## config.mk

```make
export PLATFORM = sky130hd
export DESIGN_NAME = pc_fetch_ctrl_flat
export DESIGN_NICKNAME = d
export VERILOG_FILES = /design/src/rtl/pc_fetch_ctrl_pkg.sv /design/src/rtl/pc_fetch_ctrl_if.sv /design/src/rtl/pc_fetch_ctrl_pc_next_sel.sv /design/src/rtl/pc_fetch_ctrl.sv /design/src/flat_wrapper.sv
export SDC_FILE = /design/constraint.sdc
export NUM_CORES = 1
export LEC_CHECK = 0
export ABC_AREA = 1
export BUFFER_PORTS_ARGS = -buffer_cell sky130_fd_sc_hd__buf_2
export CAP_MARGIN = 10
export CORE_MARGIN = 2
export CORE_UTILIZATION = 37
export CTS_BUF_LIST = sky130_fd_sc_hd__clkbuf_8
export DETAILED_ROUTE_END_ITERATION = 12
export HOLD_SLACK_MARGIN = 0.15
export PLACE_DENSITY = 0.71
export SYNTH_ARGS = -nofsm -noshare
export SYNTH_HDL_FRONTEND = slang
export SYNTH_SLANG_ARGS = --single-unit
```

## constraint.sdc

```tcl
create_clock -name clk -period 7.2 [get_ports clk]
set_clock_uncertainty 0.05 [all_clocks]
set_input_delay 1.44 -clock clk [delete_from_list [all_inputs] [get_ports clk]]
set_output_delay 1.44 -clock clk [all_outputs]
set_load 0.02 [all_outputs]
```

## src/rtl/pc_fetch_ctrl_pkg.sv

```systemverilog
// pc_fetch_ctrl_pkg: shared fetch FSM encoding and PC width/reset defaults
package pc_fetch_ctrl_pkg;
  localparam int PC_W = 32;
  localparam logic [PC_W-1:0] RESET_PC_DEF = 32'h0000_0000;
  typedef enum logic [1:0] {
    BOOT  = 2'd0,
    FETCH = 2'd1,
    ISSUE = 2'd2
  } fetch_state_e;
endpackage

```

## src/rtl/pc_fetch_ctrl_if.sv

```systemverilog
// pc_fetch_ctrl_if: instruction memory req/ack fetch port
interface pc_fetch_ctrl_if;
  import pc_fetch_ctrl_pkg::*;
  logic            req;
  logic [PC_W-1:0] addr;
  logic            ack;
  modport master (output req, output addr, input ack);
  modport slave  (input req, input addr, output ack);
endinterface

```

## src/rtl/pc_fetch_ctrl_pc_next_sel.sv

```systemverilog
// pc_next_sel: pc+4 adder, jr > jump > branch > sequential next-PC mux, jr misalign detect
module pc_next_sel
  import pc_fetch_ctrl_pkg::*;
(
  input  logic [PC_W-1:0] pc_i,
  input  logic            branch_taken_i,
  input  logic [PC_W-1:0] branch_off_i,
  input  logic            jump_i,
  input  logic [25:0]     jump_idx_i,
  input  logic            jr_i,
  input  logic [PC_W-1:0] jr_addr_i,
  output logic [PC_W-1:0] pc_plus4_o,
  output logic [PC_W-1:0] next_pc_o,
  output logic            misalign_o
);
  logic [PC_W-1:0] br_tgt, j_tgt, jr_tgt;
  logic            unused_off;
  assign unused_off = ^branch_off_i[31:30];
  assign pc_plus4_o = pc_i + 32'd4;
  assign br_tgt     = pc_plus4_o + {branch_off_i[29:0], 2'b00};
  assign j_tgt      = {pc_plus4_o[31:28], jump_idx_i, 2'b00};
  assign jr_tgt     = {jr_addr_i[31:2], 2'b00};
  assign next_pc_o  = jr_i ? jr_tgt : jump_i ? j_tgt : branch_taken_i ? br_tgt : pc_plus4_o;
  assign misalign_o = jr_i && (jr_addr_i[1:0] != 2'b00);
endmodule

```

## src/rtl/pc_fetch_ctrl.sv

```systemverilog
// pc_fetch_ctrl: PC register and BOOT/FETCH/ISSUE instruction fetch handshake
module pc_fetch_ctrl
  import pc_fetch_ctrl_pkg::*;
#(
  parameter logic [PC_W-1:0] RESET_PC = RESET_PC_DEF
) (
  input  logic                 clk,
  input  logic                 rst,
  input  logic                 stall_i,
  input  logic                 branch_taken_i,
  input  logic [PC_W-1:0]      branch_off_i,
  input  logic                 jump_i,
  input  logic [25:0]          jump_idx_i,
  input  logic                 jr_i,
  input  logic [PC_W-1:0]      jr_addr_i,
  pc_fetch_ctrl_if.master      imem,
  output logic [PC_W-1:0]      pc_o,
  output logic [PC_W-1:0]      pc_plus4_o,
  output logic                 inst_valid_o,
  output logic                 pc_misalign_o
);
  fetch_state_e    state_q, state_d;
  logic [PC_W-1:0] pc_q, pc_d, next_pc;
  logic            misalign, advance;

  pc_next_sel u_next (
    .pc_i           (pc_q),
    .branch_taken_i (branch_taken_i),
    .branch_off_i   (branch_off_i),
    .jump_i         (jump_i),
    .jump_idx_i     (jump_idx_i),
    .jr_i           (jr_i),
    .jr_addr_i      (jr_addr_i),
    .pc_plus4_o     (pc_plus4_o),
    .next_pc_o      (next_pc),
    .misalign_o     (misalign)
  );

  assign advance = (state_q == ISSUE) && !stall_i;

  always_ff @(posedge clk or posedge rst) begin
    if (rst) begin
      state_q <= BOOT;
      pc_q    <= RESET_PC;
    end else begin
      state_q <= state_d;
      pc_q    <= pc_d;
    end
  end

  // Redirects are only sampled on the ISSUE->FETCH transition; ack only counts in FETCH.
  always_comb begin
    state_d       = state_q;
    pc_d          = pc_q;
    state_d       = (state_q == FETCH) ? (imem.ack ? ISSUE : FETCH) :
                    (state_q == ISSUE) ? (stall_i ? ISSUE : FETCH) : FETCH;
    pc_d          = advance ? next_pc : pc_q;
    imem.req      = (state_q == FETCH);
    imem.addr     = pc_q;
    inst_valid_o  = (state_q == ISSUE);
    pc_misalign_o = advance && misalign;
    pc_o          = pc_q;
  end

  a_req_hold: assert property (@(posedge clk) disable iff (rst)
    (state_q == FETCH && !imem.ack) |=> (state_q == FETCH && $stable(pc_q)));
  a_pc_align: assert property (@(posedge clk) disable iff (rst) pc_q[1:0] == 2'b00);
endmodule

```

## src/flat_wrapper.sv

```systemverilog
// flat-port wrapper written by rule: the top's interface ports become plain ports
module pc_fetch_ctrl_flat import pc_fetch_ctrl_pkg::*;
#(
  parameter logic [PC_W-1:0] RESET_PC = RESET_PC_DEF
)
  (clk, rst, stall_i, branch_taken_i, branch_off_i, jump_i, jump_idx_i, jr_i, jr_addr_i, pc_o, pc_plus4_o, inst_valid_o, pc_misalign_o, imem_req, imem_addr, imem_ack);
  pc_fetch_ctrl_if imem_i ();
  input  logic clk;
  input  logic rst;
  input  logic stall_i;
  input  logic branch_taken_i;
  input  logic [PC_W-1:0] branch_off_i;
  input  logic jump_i;
  input  logic [25:0] jump_idx_i;
  input  logic jr_i;
  input  logic [PC_W-1:0] jr_addr_i;
  output logic [PC_W-1:0] pc_o;
  output logic [PC_W-1:0] pc_plus4_o;
  output logic inst_valid_o;
  output logic pc_misalign_o;
  output wire logic [$bits(imem_i.req)-1:0] imem_req;
  output wire logic [$bits(imem_i.addr)-1:0] imem_addr;
  input wire logic [$bits(imem_i.ack)-1:0] imem_ack;
  assign imem_req = imem_i.req;
  assign imem_addr = imem_i.addr;
  assign imem_i.ack = imem_ack;
  pc_fetch_ctrl #(.RESET_PC(RESET_PC)) u_core (.clk(clk), .rst(rst), .stall_i(stall_i), .branch_taken_i(branch_taken_i), .branch_off_i(branch_off_i), .jump_i(jump_i), .jump_idx_i(jump_idx_i), .jr_i(jr_i), .jr_addr_i(jr_addr_i), .imem(imem_i), .pc_o(pc_o), .pc_plus4_o(pc_plus4_o), .inst_valid_o(inst_valid_o), .pc_misalign_o(pc_misalign_o));
endmodule
```

==> results.env, run 1 <==
FIN_TOTAL_PWR_uW=2810
DIE_OUTLINE_AREA_SQ_UM=16400
DIODES=0
IO_PINS=196
TIMING_WORST_SLEW_PIN_VALUE_NS=0.952
SYNTHSIMPLEGATEAREAFRAC_PCT=45.8
HTREE_LEVELS=2
PWR_DENSITY_CELL_nW_PER_UM2=424
OVERFLOW=0
REG2REG_SLACK_NS=3.41
INTERNAL_POWER_uW=1040
DRT.ANTENNA.VIOLATING_NETS=0
SHARE_OF_SYNTHESIZED_AREA_OCCUPIED_BY_FLIP_FLOPS_AND_LATCHES_PCT=14.1
RATIO_OF_FINAL_MINIMUM_PERIOD_TO_CLOCK_PERIOD_PCT=57.5
SHARE_SEQ_OF_TOTAL_POWER_PCT=15.7
CTS_ROOT_BUF='sky130_fd_sc_hd__clkbuf_8'
CTS_BUFFERS=5
CAP_VIOLATIONS=0
SWSHARE_PCT=63.0
HOLD_PATH.CLASS='register to register'
GLOBALROUTETOTALUTIL_PCT=25.1
REPORT.FINAL.SLEW_VIOL_COUNT=0
PIN_COUNT_OF_THE_BIGGEST_NET_ENTERING_GLOBAL_ROUTING=51
CRITICAL_PATH.STARTPOINT_TYPE='primary input'
P_R_AREA_GROWTH_VS_SYN_PCT=16.6
POST_CTS_HOLD_BUFFER_COUNT=0
SYNTH_CELL_TYPE_COUNT=41
SYNTH.MUX.AREA_FRACTION_PCT=0
MIN_PERIOD_NS=4.14
CLKPWRFRAC_PCT=5.3
CORE_SQ_UM=15100
ROUTED-VIA-COUNT=6818
WORSTPATHMAXFANOUT=50
ROUTED_VIA_DENSITY=4.94
SYNTH-WARNING-COUNT=0
DRTITER0DRC=607
IO_BUFFER_COUNT=187
SYNTHESIZED_AREA_FRACTION_OCCUPIED_BY_AO_OA_AOI_AND_OAI_CELLS_PCT=11.2
FINALSETUPTNS_NS=0
WORST_IR_DROP_VDD_mV=0.254
CRITICAL_PATH_REQUIRED_NS=5.71
CLK-INSERTION-DELAY-LATE_NS=0.30
OUTCOME='finished clean'
WL_PER_CELL_UM=14.9
CLKTRANSATPATHREGS_NS=0.07
MAX_FREQ_GHz=0.242
SYNTH_TOP_FAMILY_BY_AREA='simple AND/OR/NAND/NOR gates'
ROUTE.DETAILED.DRC=0
CTS_SETUP_BUFFERS=0
POST_PLACE_WORST_SLACK_NS=3.05
POWER.STATIC_LEAKAGE_uW=0.00399
START_UTIL_PCT=37.7
CLOCK_TREE.BUFFER_DEPTH=2
P_COMB_SHARE_PCT=79.0
POST_SYNTH_FA_HA_MAJ_AREA_FRACTION_PCT=8.28
CRIT_TYPE='primary input to output pin'
X_DIMENSION_OF_THE_DIE_UM=128
CP_DATA_ARRIVAL_TIME_NS=2.65
CTS_TREE='yes'
CP-END-KIND='output pin'
SYNTH_AREA_SQ_UM=5680
POST-DP-HPWL_UM=17300
POSTSYNTHCELLCOUNT=1047
HOLD_VIOL=0
GRT_ANTENNA_BEFORE_REPAIR=0
SYNTH-SEQ-CELLS=32
VIAS_IN_THE_FIRST_GLOBAL_ROUTE=6148
RSZ_0062_RAISED_AFTER_GLOBAL_ROUTING='no'
FINALWEIGHTEDCONGESTION=0.903
DESIGN.FINAL.NETS=1325
FINAL_LAYOUT_SIZE_SUFFIX_GT1_SHARE_PCT=19.1
SETUP_VIOL=0
GRT_PASS1_WL_UM=31900
P_SW_uW=1770
RESIZED_GATES_AFTER_CTS=0
TRITONCTS_NUM_SINKS=32
WORST_SLACK_NS=3.06
ROUTE.FINAL.WIRE_LENGTH_UM=20600
MAXSLEWHEADROOM_PCT=36.1
FP-ROW-COUNT=45
DIE_HEIGHT_UM=128
AVGSYNTHCELLAREA_SQ_UM=5.43
DRT_PASS1_ITERATIONS=7
POST_SYNTH_XOR_AREA_FRACTION_PCT=3.68
per-stage QoR:
stage / std cells / hold WS, ns / utilization [%] / area [sq um]
final: 1380 / 0.533 / 43.9 / 6630
after global routing: 1380 / 0.586 / 43.9 / 6630
after CTS: 1380 / 0.542 / 43.9 / 6630
after detailed placement: 1372 / 0.526 / 43.3 / 6530
after global placement: 1372 / 0.513 / 43.3 / 6530
after floorplan: 1052 / 0.575 / - / 5700
cell type report:
type	instances	area [sq um]
clock buffer	6	82.6
clock inverter	2	11.3
fill	1711	8460
inverter	162	608
multi-input combinational	801	3940
sequential	32	801
tap	188	235
timing repair buffer	189	951
cell families after synthesis:
kind of cell    Yosys count
compound gates          117
fa+ha+maj                37
buf+inv                 219
xor+xnor                 23
flops                    32
other cells               1
simple gates            618
cells in the mapped netlist:
| cell | instances | area share, % |
|---|---|---|
| sky130_fd_sc_hd__a21o_1 | 6 | 0.79 |
| sky130_fd_sc_hd__a21oi_1 | 60 | 5.3 |
| sky130_fd_sc_hd__a22oi_1 | 2 | 0.26 |
| sky130_fd_sc_hd__a31oi_1 | 1 | 0.11 |
| sky130_fd_sc_hd__and2_1 | 3 | 0.33 |
| sky130_fd_sc_hd__and3_1 | 1 | 0.11 |
| sky130_fd_sc_hd__buf_1 | 1 | 0.066 |
| sky130_fd_sc_hd__buf_2 | 3 | 0.26 |
| sky130_fd_sc_hd__buf_4 | 37 | 4.9 |
| sky130_fd_sc_hd__clkbuf_1 | 16 | 1.1 |
| sky130_fd_sc_hd__clkinv_1 | 1 | 0.066 |
| sky130_fd_sc_hd__conb_1 | 1 | 0.066 |
| sky130_fd_sc_hd__dfrtp_1 | 32 | 14 |
| sky130_fd_sc_hd__fa_1 | 1 | 0.35 |
| sky130_fd_sc_hd__ha_1 | 36 | 7.9 |
| sky130_fd_sc_hd__inv_1 | 154 | 10 |
| sky130_fd_sc_hd__inv_2 | 7 | 0.46 |
| sky130_fd_sc_hd__nand2_1 | 372 | 25 |
| sky130_fd_sc_hd__nand2_2 | 6 | 0.66 |
| sky130_fd_sc_hd__nand2_4 | 3 | 0.59 |
| sky130_fd_sc_hd__nand3_1 | 68 | 6.0 |
| sky130_fd_sc_hd__nand3_2 | 2 | 0.35 |
| sky130_fd_sc_hd__nand3b_1 | 2 | 0.26 |
| sky130_fd_sc_hd__nand4_1 | 12 | 1.3 |
| sky130_fd_sc_hd__nor2_1 | 123 | 8.1 |
| sky130_fd_sc_hd__nor2_2 | 5 | 0.55 |
| sky130_fd_sc_hd__nor2_4 | 6 | 1.2 |
| sky130_fd_sc_hd__nor2_8 | 1 | 0.35 |
| sky130_fd_sc_hd__nor3_1 | 11 | 0.97 |
| sky130_fd_sc_hd__nor3_2 | 1 | 0.18 |
| sky130_fd_sc_hd__nor4_1 | 1 | 0.11 |
| sky130_fd_sc_hd__o211ai_1 | 4 | 0.53 |
| sky130_fd_sc_hd__o21ai_0 | 21 | 1.8 |
| sky130_fd_sc_hd__o21ai_1 | 16 | 1.4 |
| sky130_fd_sc_hd__o21bai_1 | 5 | 0.66 |
| sky130_fd_sc_hd__o22ai_1 | 1 | 0.11 |
| sky130_fd_sc_hd__o311ai_0 | 1 | 0.15 |
| sky130_fd_sc_hd__or3_1 | 1 | 0.11 |
| sky130_fd_sc_hd__xnor2_1 | 3 | 0.46 |
| sky130_fd_sc_hd__xor2_1 | 19 | 2.9 |
| sky130_fd_sc_hd__xor2_2 | 1 | 0.29 |
worst max-delay path, cell delays in order:
cell and delay [ns]:
sky130_fd_sc_hd__buf_2 0.10, sky130_fd_sc_hd__nor3_1 0.17, sky130_fd_sc_hd__buf_4 0.22, sky130_fd_sc_hd__inv_2 0.33, sky130_fd_sc_hd__nor2_1 0.18, sky130_fd_sc_hd__buf_2 0.19
power by group through the flow:
stage / Combinational, uW / Sequential, uW / Clock [uW]
2_1_floorplan: 1540 / 495 / 0
3_3_place_gp: 2180 / 440 / 0
3_5_place_dp: 2190 / 443 / 0
4_1_cts: 2210 / 440 / 152
5_1_grt: 2460 / 458 / 163
6_report: 2220 / 442 / 149
sequential cells by signal, indices dropped and copies added, names as in the netlist:
register / flops
u_core.state_q: 2
u_core.imem.addr: 30
worst paths after layout:
path,start,end,cells after the start
worst max-delay path,stall_i,pc_misalign_o,6
worst min-delay path,u_core.state_q[1],u_core.state_q[1],3
worst max register to register,u_core.imem.addr[2],u_core.imem.addr[20],19
worst min register to register,u_core.state_q[1],u_core.state_q[1],3
max in group asynchronous,rst,u_core.imem.addr[25],3
min in group asynchronous,rst,u_core.imem.addr[11],3
layout by cell type (no fill, tap or decap), drive strengths merged:
master / count
nand2: 381
buf: 189
inv: 162
nor2: 135
nand3: 70
a21oi: 60
o21ai: 37
ha: 36
dfrtp: 32
xor2: 20
nand4: 12
nor3: 12
a21o: 6
conb: 6
clkbuf: 6
o21bai: 5
o211ai: 4
and2: 3
xnor2: 3
a22oi: 2
nand3b: 2
clkinv: 1
and3: 1
o311ai: 1
a31oi: 1
o22ai: 1
or3: 1
nor4: 1
fa: 1
clkinvlp: 1
metal layers:
| metal | up-vias | wire, um | global-route usage (%) |
|---|---|---|---|
| met1 | 3005 | 9540 | 35.1 |
| met5 | - | 0 | 0 |
| li1 | 3509 | - | - |
| met4 | 0 | 356 | 5.43 |
| met3 | 23 | 1520 | 3.51 |
| met2 | 281 | 9140 | 41.1 |
Note: power is estimated with default switching activity, not from simulation.
==> inputs of run 2 (changes only) <==
--- a/config.mk
+++ b/config.mk
@@ -5,7 +5,7 @@
 export SDC_FILE = /design/constraint.sdc
 export NUM_CORES = 1
 export LEC_CHECK = 0
-export ABC_AREA = 1
+export ABC_AREA = 0
 export BUFFER_PORTS_ARGS = -buffer_cell sky130_fd_sc_hd__buf_2
 export CAP_MARGIN = 10
 export CORE_MARGIN = 2
@@ -13,7 +13,7 @@
 export CTS_BUF_LIST = sky130_fd_sc_hd__clkbuf_8
 export DETAILED_ROUTE_END_ITERATION = 12
 export HOLD_SLACK_MARGIN = 0.15
-export PLACE_DENSITY = 0.71
+export PLACE_DENSITY = 0.74
 export SYNTH_ARGS = -nofsm -noshare
 export SYNTH_HDL_FRONTEND = slang
 export SYNTH_SLANG_ARGS = --single-unit
==> constraint.sdc (replaced) <==
create_clock -name clk -period 4.2 [get_ports clk]
set_clock_uncertainty 0.05 [all_clocks]
set_input_delay 0.84 -clock clk [delete_from_list [all_inputs] [get_ports clk]]
set_output_delay 0.84 -clock clk [all_outputs]
set_load 0.02 [all_outputs]
==> run 2 against run 1 <==
Combinational power grew 45%. Via count shrank 27%. Die area shrank 23%. Clock power grew 56%. Global-route usage shrank 0.52 points. Clock-buffer cell count shrank 1. Cell area shrank 18%. Non-clock buffer count grew 25. Routed wire length shrank 22%. Setup slack lost 2.8 ns. Final cell count shrank 36%. Synthesized cell count shrank 45%. Critical endpoint is now u_core.imem.addr[18]. Largest power group unchanged.
==> results.env, run 2 <==
CTS_SETUP_BUFFERS=0
CRITICAL_PATH.STARTPOINT_TYPE='register'
HIGHEST_LAYER='met5'
REPORT.FINAL.SLEW_VIOL_COUNT=0
PATH_BUF_INV=0
ENDPOINT='u_core.imem.addr[18]'
ROUTE.FINAL.WIRE_LENGTH_UM=16100
SYNTH.AREA.TOP_CELLS='sky130_fd_sc_hd__dfrtp_1 (19%), sky130_fd_sc_hd__ha_1 (10%), sky130_fd_sc_hd__buf_4 (6.2%), sky130_fd_sc_hd__xnor2_1 (5.5%), sky130_fd_sc_hd__a21oi_1 (5.2%)'
CP-END-KIND='register'
GLOBALROUTETOTALUTIL_PCT=24.5
FINAL_CELLS=884
ROUTED-VIA-COUNT=4997
CRITICAL_PATH.TOP_DELAY_FAMILY='simple AND/OR/NAND/NOR gates'
HOLDWS_NS=0.521
POST_PLACE_WORST_SLACK_NS=0.237
CLOCK_TREE.BUFFER_DEPTH=2
CTS_ROOT_BUF='sky130_fd_sc_hd__clkbuf_8'
OVERFLOW=0
CORE_SQ_UM=11400
POST_CTS_HOLD_BUFFER_COUNT=0
SYNTH-MAIN-FF-CELL='sky130_fd_sc_hd__dfrtp_1'
PWR_DENSITY_CELL_nW_PER_UM2=766
TIMING.CRITICAL_PATH.SLOWEST_CELL_DELAY_NS=0.46
DRT.ANTENNA.VIOLATING_NETS=0
WL_PER_CELL_UM=18.2
DESIGN.FINAL.NETS=873
FINALWEIGHTEDCONGESTION=0.899
SYNTH_CELL_TYPE_COUNT=61
DRTITER0DRC=451
FINAL_COMMON_CELL='sky130_fd_sc_hd__buf_2'
YOSYS.CELL_COUNT.TOP_TYPE='sky130_fd_sc_hd__nand2_1'
FINAL_CELL_AREA_SQ_UM=5410
TIMING_WORST_SLEW_PIN_VALUE_NS=0.938
TRITONCTS_NUM_SINKS=32
WORSTPATHMAXFANOUT=8
MAX_FREQ_GHz=0.255
CLK-INSERTION-DELAY-LATE_NS=0.28
HOLD_PATH.CLASS='register to register'
DIE_OUTLINE_AREA_SQ_UM=12600
CP_DATA_ARRIVAL_TIME_NS=4.10
YOSYS.AREA.TOP_TYPE_SHARE_PCT=18.5
CPMAXSTAGEDELAYCELL='sky130_fd_sc_hd__dfrtp_1'
SYNTH-SEQ-CELLS=32
CRITICAL_PATH_REQUIRED_NS=4.37
IO_PINS=196
RESIZED_GATES_AFTER_CTS=0
LAYOUT.CELLS.MOST_COMMON_LIST='sky130_fd_sc_hd__buf_2 (187), sky130_fd_sc_hd__nand2_1 (52), sky130_fd_sc_hd__a21oi_1 (45), sky130_fd_sc_hd__nor2_1 (44), sky130_fd_sc_hd__o21ai_0 (44)'
DR_WL_MET2_UM=7640
REG2REG_SLACK_NS=0.28
VIAS_IN_THE_FIRST_GLOBAL_ROUTE=4857
RATIO_OF_FINAL_MINIMUM_PERIOD_TO_CLOCK_PERIOD_PCT=93.4
POST-DP-HPWL_UM=12700
MAXSLEWHEADROOM_PCT=37.2
POWER.STATIC_LEAKAGE_uW=0.00268
FINAL.FILL_COUNT=1168
POSTSYNTHCELLCOUNT=574
SYNTH-WARNING-COUNT=0
ROUTE.DETAILED.DRC=0
X_DIMENSION_OF_THE_DIE_UM=112
HTREE_LEVELS=2
ROUTED_VIA_DENSITY=5.65
TIMING.CRITICAL_PATH.FROM='u_core.imem.addr[2]'
SYNTH_AREA_SQ_UM=4330
CLKTRANSATPATHREGS_NS=0.07
LAUNCH_POINT_OF_THE_WORST_REG_TO_REG_PATH='u_core.imem.addr[2]'
SHARE_OF_SYNTHESIZED_AREA_OCCUPIED_BY_FLIP_FLOPS_AND_LATCHES_PCT=18.5
GRT_ANTENNA_BEFORE_REPAIR=4
RR_ENDPOINT='u_core.imem.addr[18]'
FINAL_LAYOUT_SIZE_SUFFIX_GT1_SHARE_PCT=31.7
ASYNC_SET_OR_RESET_FLOP_FRACTION_IN_THE_SYNTHESIZED_NETLIST_PCT=100
AVGSYNTHCELLAREA_SQ_UM=7.54
P_R_AREA_GROWTH_VS_SYN_PCT=25.0
WORST_IR_DROP_VDD_mV=0.487
IO_BUFFER_COUNT=187
WORST_SLACK_NS=0.275
LARGEST_REGISTER_FF_COUNT=30
MIN_PERIOD_NS=3.92
SETUP_VIOL=0
HOLD_VIOL=0
CTS_BUFFERS=5
DPL_CELL_AREA_SQ_UM=5290
WL_MET3_UM=1380
OUTCOME='finished clean'
PLACED_CELLS_INCL_TAPS=875
POST_SYNTH_MOST_FREQUENT_CELLS='sky130_fd_sc_hd__nand2_1 (52), sky130_fd_sc_hd__a21oi_1 (45), sky130_fd_sc_hd__nor2_1 (44), sky130_fd_sc_hd__o21ai_0 (44)'
FIN_TOTAL_PWR_uW=4140
PIN_COUNT_OF_THE_BIGGEST_NET_ENTERING_GLOBAL_ROUTING=33
DRT_PASS1_ITERATIONS=7
FP-ROW-COUNT=39
TIMING.CRITICAL_PATH.CELLS='ha_1, nand2_1, or2_2, nor2_4, nand2_1, xnor2_1, ha_1, and3_1, and3_1, nor2b_1, a31oi_1, nand3_1, xor2_1, a21boi_0, o311ai_0, o21a_1'
START_UTIL_PCT=37.9
INSTANCE_COUNT_ON_THE_CRITICAL_PATH=16
CAP_VIOLATIONS=0
CTS_TREE='yes'
POST_SYNTH_EDFFS=0
TIMING.REG2REG.WORST_PATH_DEPTH=16
DIE_HEIGHT_UM=112
GRT_PASS1_WL_UM=24800
CRIT_TYPE='register to register'
DRT-MET1-WL_UM=6670
SYNTH_TOP_CELL_BY_AREA='sky130_fd_sc_hd__dfrtp_1'
run 2: cell families after synthesis:
kind of cell | Yosys count | share of synthesized area, %
AO/OA/AOI/OAI | 189 | 28.5
AND/OR/NAND/NOR | 180 | 20.1
buffers and inverters | 77 | 9.98
XOR/XNOR | 50 | 10.1
adder cells (fa/ha/maj) | 37 | 10.9
flip-flops | 32 | 18.5
multiplexers | 8 | 1.88
other | 1 | 0.0867
run 2: how the worst min path moves through the flow:
| stage | startpoint | endpoint | slack (ns) | cells after the start |
|---|---|---|---|---|
| 2_1_floorplan | u_core.imem.addr[17] | u_core.imem.addr[17] | 0.60 | 2 |
| 3_3_place_gp | u_core.imem.addr[31] | u_core.imem.addr[31] | 0.51 | 2 |
| 3_5_place_dp | u_core.imem.addr[31] | u_core.imem.addr[31] | 0.52 | 2 |
| 4_1_cts | u_core.imem.addr[31] | u_core.imem.addr[31] | 0.53 | 2 |
| 5_1_grt | u_core.imem.addr[31] | u_core.imem.addr[31] | 0.57 | 2 |
| 6_report | u_core.imem.addr[31] | u_core.imem.addr[31] | 0.52 | 2 |
run 2: final cells by class:
class	count	area, sq um	share of cell area, %
Clock inverter	2	12.5	0.231
Antenna cell	2	5.00	0.0926
Clock buffer	5	68.8	1.27
Tap cell	143	179	3.31
Timing Repair Buffer	214	1140	21.1
Sequential cell	32	801	14.8
Multi-Input combinational cell	470	3140	58.1
Inverter	16	60.1	1.11
run 2: per-layer routing:
| layer | track usage (%) | vias to the layer above |
|---|---|---|
| met2 | 42.2 | 253 |
| met5 | 0 | - |
| met4 | 7.97 | 2 |
| li1 | - | 2401 |
| met3 | 6.70 | 36 |
| met1 | 29.8 | 2305 |
run 2: power breakdown:
part           total [uW]  switching, uW  internal [uW]
Clock                 232            120            112
Sequential            686            238            448
Combinational        3220           1970           1250
Total                4140           2330           1810
run 2: worst reg2reg max path, stage by stage (launching register included):
cell,delay [ns]
sky130_fd_sc_hd__dfrtp_1,0.46
sky130_fd_sc_hd__ha_1,0.24
sky130_fd_sc_hd__nand2_1,0.06
sky130_fd_sc_hd__or2_2,0.35
sky130_fd_sc_hd__nor2_4,0.17
sky130_fd_sc_hd__nand2_1,0.09
sky130_fd_sc_hd__xnor2_1,0.24
sky130_fd_sc_hd__ha_1,0.37
sky130_fd_sc_hd__and3_1,0.24
sky130_fd_sc_hd__and3_1,0.19
sky130_fd_sc_hd__nor2b_1,0.13
sky130_fd_sc_hd__a31oi_1,0.22
sky130_fd_sc_hd__nand3_1,0.17
sky130_fd_sc_hd__xor2_1,0.17
sky130_fd_sc_hd__a21boi_0,0.16
sky130_fd_sc_hd__o311ai_0,0.38
sky130_fd_sc_hd__o21a_1,0.17
run 2: metrics by stage:
| step | TNS [ns] | util, % |
|---|---|---|
| 2_1_floorplan | 0 | - |
| 3_3_place_gp | 0 | 46.4 |
| 3_5_place_dp | 0 | 46.4 |
| 4_1_cts | 0 | 47.1 |
| 5_1_grt | -0.0355 | 47.3 |
| 6_report | 0 | 47.3 |
==> inputs of run 3 (changes only) <==
==> constraint.sdc (replaced) <==
create_clock -name clk -period 4.35 [get_ports clk]
set_clock_uncertainty 0.05 [all_clocks]
set_input_delay 0.87 -clock clk [delete_from_list [all_inputs] [get_ports clk]]
set_output_delay 0.87 -clock clk [all_outputs]
set_load 0.02 [all_outputs]
==> run 3 against run 2 <==
First-iteration DRC count down 24%. Fmax down 2.2%. Setup slack better by 0.063 ns. Sequential share of layout area up 0.16 points. Register-to-register slack better by 0.06 ns. Global-route usage down 0.12 points. Largest cell class unchanged. Highest routed layer unchanged.
==> results.env, run 3 (synthesized netlist as in run 2, its figures left out) <==
X_DIMENSION_OF_THE_DIE_UM=112
CRITICAL_PATH.STARTPOINT_TYPE='register'
START_UTIL_PCT=37.9
DRT_PASS1_ITERATIONS=5
LAYOUT.CELLS.MOST_COMMON_LIST='sky130_fd_sc_hd__buf_2 (187), sky130_fd_sc_hd__nand2_1 (52), sky130_fd_sc_hd__a21oi_1 (45), sky130_fd_sc_hd__nor2_1 (44), sky130_fd_sc_hd__o21ai_0 (44)'
CLK-INSERTION-DELAY-LATE_NS=0.28
RATIO_OF_FINAL_MINIMUM_PERIOD_TO_CLOCK_PERIOD_PCT=92.2
OVERFLOW=0
FINAL_LAYOUT_SIZE_SUFFIX_GT1_SHARE_PCT=30.8
GRT_ANTENNA_BEFORE_REPAIR=2
REG2REG_SLACK_NS=0.34
IO_PINS=196
TIMING.CRITICAL_PATH.CELLS='ha_1, nand2_1, or2_2, nor2_2, xor2_1, ha_1, and3_1, a221oi_1, nor2b_1, a31oi_1, nand3_1, xor2_1, a21boi_0, o311ai_0, o21a_1'
WORST_SLACK_NS=0.338
PIN_COUNT_OF_THE_BIGGEST_NET_ENTERING_GLOBAL_ROUTING=33
CTS_SETUP_BUFFERS=0
LARGEST_REGISTER_FF_COUNT=30
POST-DP-HPWL_UM=12600
CRIT_TYPE='register to register'
CAP_VIOLATIONS=0
ROUTED_VIA_DENSITY=5.68
MIN_PERIOD_NS=4.01
RSZ_0062_RAISED_AFTER_GLOBAL_ROUTING='no'
DRT.ANTENNA.VIOLATING_NETS=0
FINAL_CELL_AREA_SQ_UM=5350
HOLD_PATH.CLASS='register to register'
POWER.STATIC_LEAKAGE_uW=0.00265
RESIZED_GATES_AFTER_CTS=0
CRITICAL_PATH.TOP_DELAY_FAMILY='compound AO/OA/AOI/OAI gates'
CRITICAL_PATH_REQUIRED_NS=4.52
DIODES=0
REPORT.FINAL.SLEW_VIOL_COUNT=0
CTS_TREE='yes'
CTS_ROOT_BUF='sky130_fd_sc_hd__clkbuf_8'
CLOCK_TREE.BUFFER_DEPTH=2
CP_DATA_ARRIVAL_TIME_NS=4.18
FINAL_COMMON_CELL='sky130_fd_sc_hd__buf_2'
FINALWEIGHTEDCONGESTION=0.933
FINALSETUPTNS_NS=0
VIAS_IN_THE_FIRST_GLOBAL_ROUTE=4686
TRITONCTS_NUM_SINKS=32
FP-ROW-COUNT=39
CPMAXSTAGEDELAYCELL='sky130_fd_sc_hd__dfrtp_1'
ROUTE.DETAILED.DRC=0
POST_PLACE_WORST_SLACK_NS=0.378
MAXSLEWHEADROOM_PCT=57.6
HOLD_VIOL=0
PWR_DENSITY_CELL_nW_PER_UM2=737
CTS_BUFFERS=5
TIMING.CRITICAL_PATH.SLOWEST_CELL_DELAY_NS=0.46
ROUTED-VIA-COUNT=4972
CLKTRANSATPATHREGS_NS=0.07
WORSTPATHMAXFANOUT=8
WL_PER_CELL_UM=18.1
HP-START='u_core.imem.addr[31]'
CP-END-KIND='register'
P_R_AREA_GROWTH_VS_SYN_PCT=23.6
DIE_OUTLINE_AREA_SQ_UM=12600
DESIGN.FINAL.NETS=867
LAUNCH_POINT_OF_THE_WORST_REG_TO_REG_PATH='u_core.imem.addr[3]'
TIMING.CRITICAL_PATH.FROM='u_core.imem.addr[3]'
POST_CTS_HOLD_BUFFER_COUNT=0
DRTITER0DRC=341
OUTCOME='finished clean'
ROUTE.FINAL.WIRE_LENGTH_UM=15800
GRT_PASS1_WL_UM=24600
SETUP_VIOL=0
MAX_FREQ_GHz=0.249
TIMING_WORST_SLEW_PIN_VALUE_NS=0.636
DPL_CELL_AREA_SQ_UM=5250
GLOBALROUTETOTALUTIL_PCT=24.4
DIE_HEIGHT_UM=112
PATH_BUF_INV=0
CORE_SQ_UM=11400
WORST_IR_DROP_VDD_mV=0.492
IO_BUFFER_COUNT=187
HTREE_LEVELS=2
## run 3: metrics by stage
| step | hold WS (ns) | std cells | utilization (%) | power [uW] |
|---|---|---|---|---|
| finish | 0.536 | 876 | 46.8 | 3940 |
| global route | 0.593 | 876 | 46.8 | 4270 |
| CTS | 0.531 | 876 | 46.6 | 3920 |
| detailed placement | 0.516 | 869 | 46.0 | 3690 |
| global placement | 0.514 | 869 | 46.0 | 3660 |
| floorplan | 0.604 | 579 | - | 2900 |
## run 3: worst paths after layout
kind,cells after the start,end
worst max-delay path,15,u_core.imem.addr[18]
worst min-delay path,2,u_core.imem.addr[31]
worst max register to register,15,u_core.imem.addr[18]
worst min register to register,2,u_core.imem.addr[31]
max in group asynchronous,3,u_core.imem.addr[15]
min in group asynchronous,3,u_core.imem.addr[3]
## run 3: final cells by class
type / instances / area [sq um]
sequential: 32 / 801
inverter: 16 / 60.1
timing repair buffer: 208 / 1090
multi-input combinational: 470 / 3140
clock buffer: 5 / 68.8
fill: 1198 / 6070
clock inverter: 2 / 8.76
tap: 143 / 179
## run 3: worst register-to-register path, stage by stage, from the launching register on
cell and delay [ns]:
sky130_fd_sc_hd__dfrtp_1 0.46, sky130_fd_sc_hd__ha_1 0.24, sky130_fd_sc_hd__nand2_1 0.06, sky130_fd_sc_hd__or2_2 0.34, sky130_fd_sc_hd__nor2_2 0.19, sky130_fd_sc_hd__xor2_1 0.30
sky130_fd_sc_hd__ha_1 0.37, sky130_fd_sc_hd__and3_1 0.23, sky130_fd_sc_hd__a221oi_1 0.35, sky130_fd_sc_hd__nor2b_1 0.09, sky130_fd_sc_hd__a31oi_1 0.22, sky130_fd_sc_hd__nand3_1 0.17
sky130_fd_sc_hd__xor2_1 0.17, sky130_fd_sc_hd__a21boi_0 0.15, sky130_fd_sc_hd__o311ai_0 0.39, sky130_fd_sc_hd__o21a_1 0.17
## run 3: routing by layer
metal | track usage, % | wire length (um)
met1 | 30.9 | 6520
met2 | 42.2 | 7590
met3 | 5.51 | 1430
met4 | 6.26 | 278
met5 | 0 | 13
## run 3: where the power goes
group | total, uW | internal, uW | switching [uW]
logic | 3030 | 1170 | 1860
registers | 689 | 433 | 256
clock network | 219 | 107 | 113
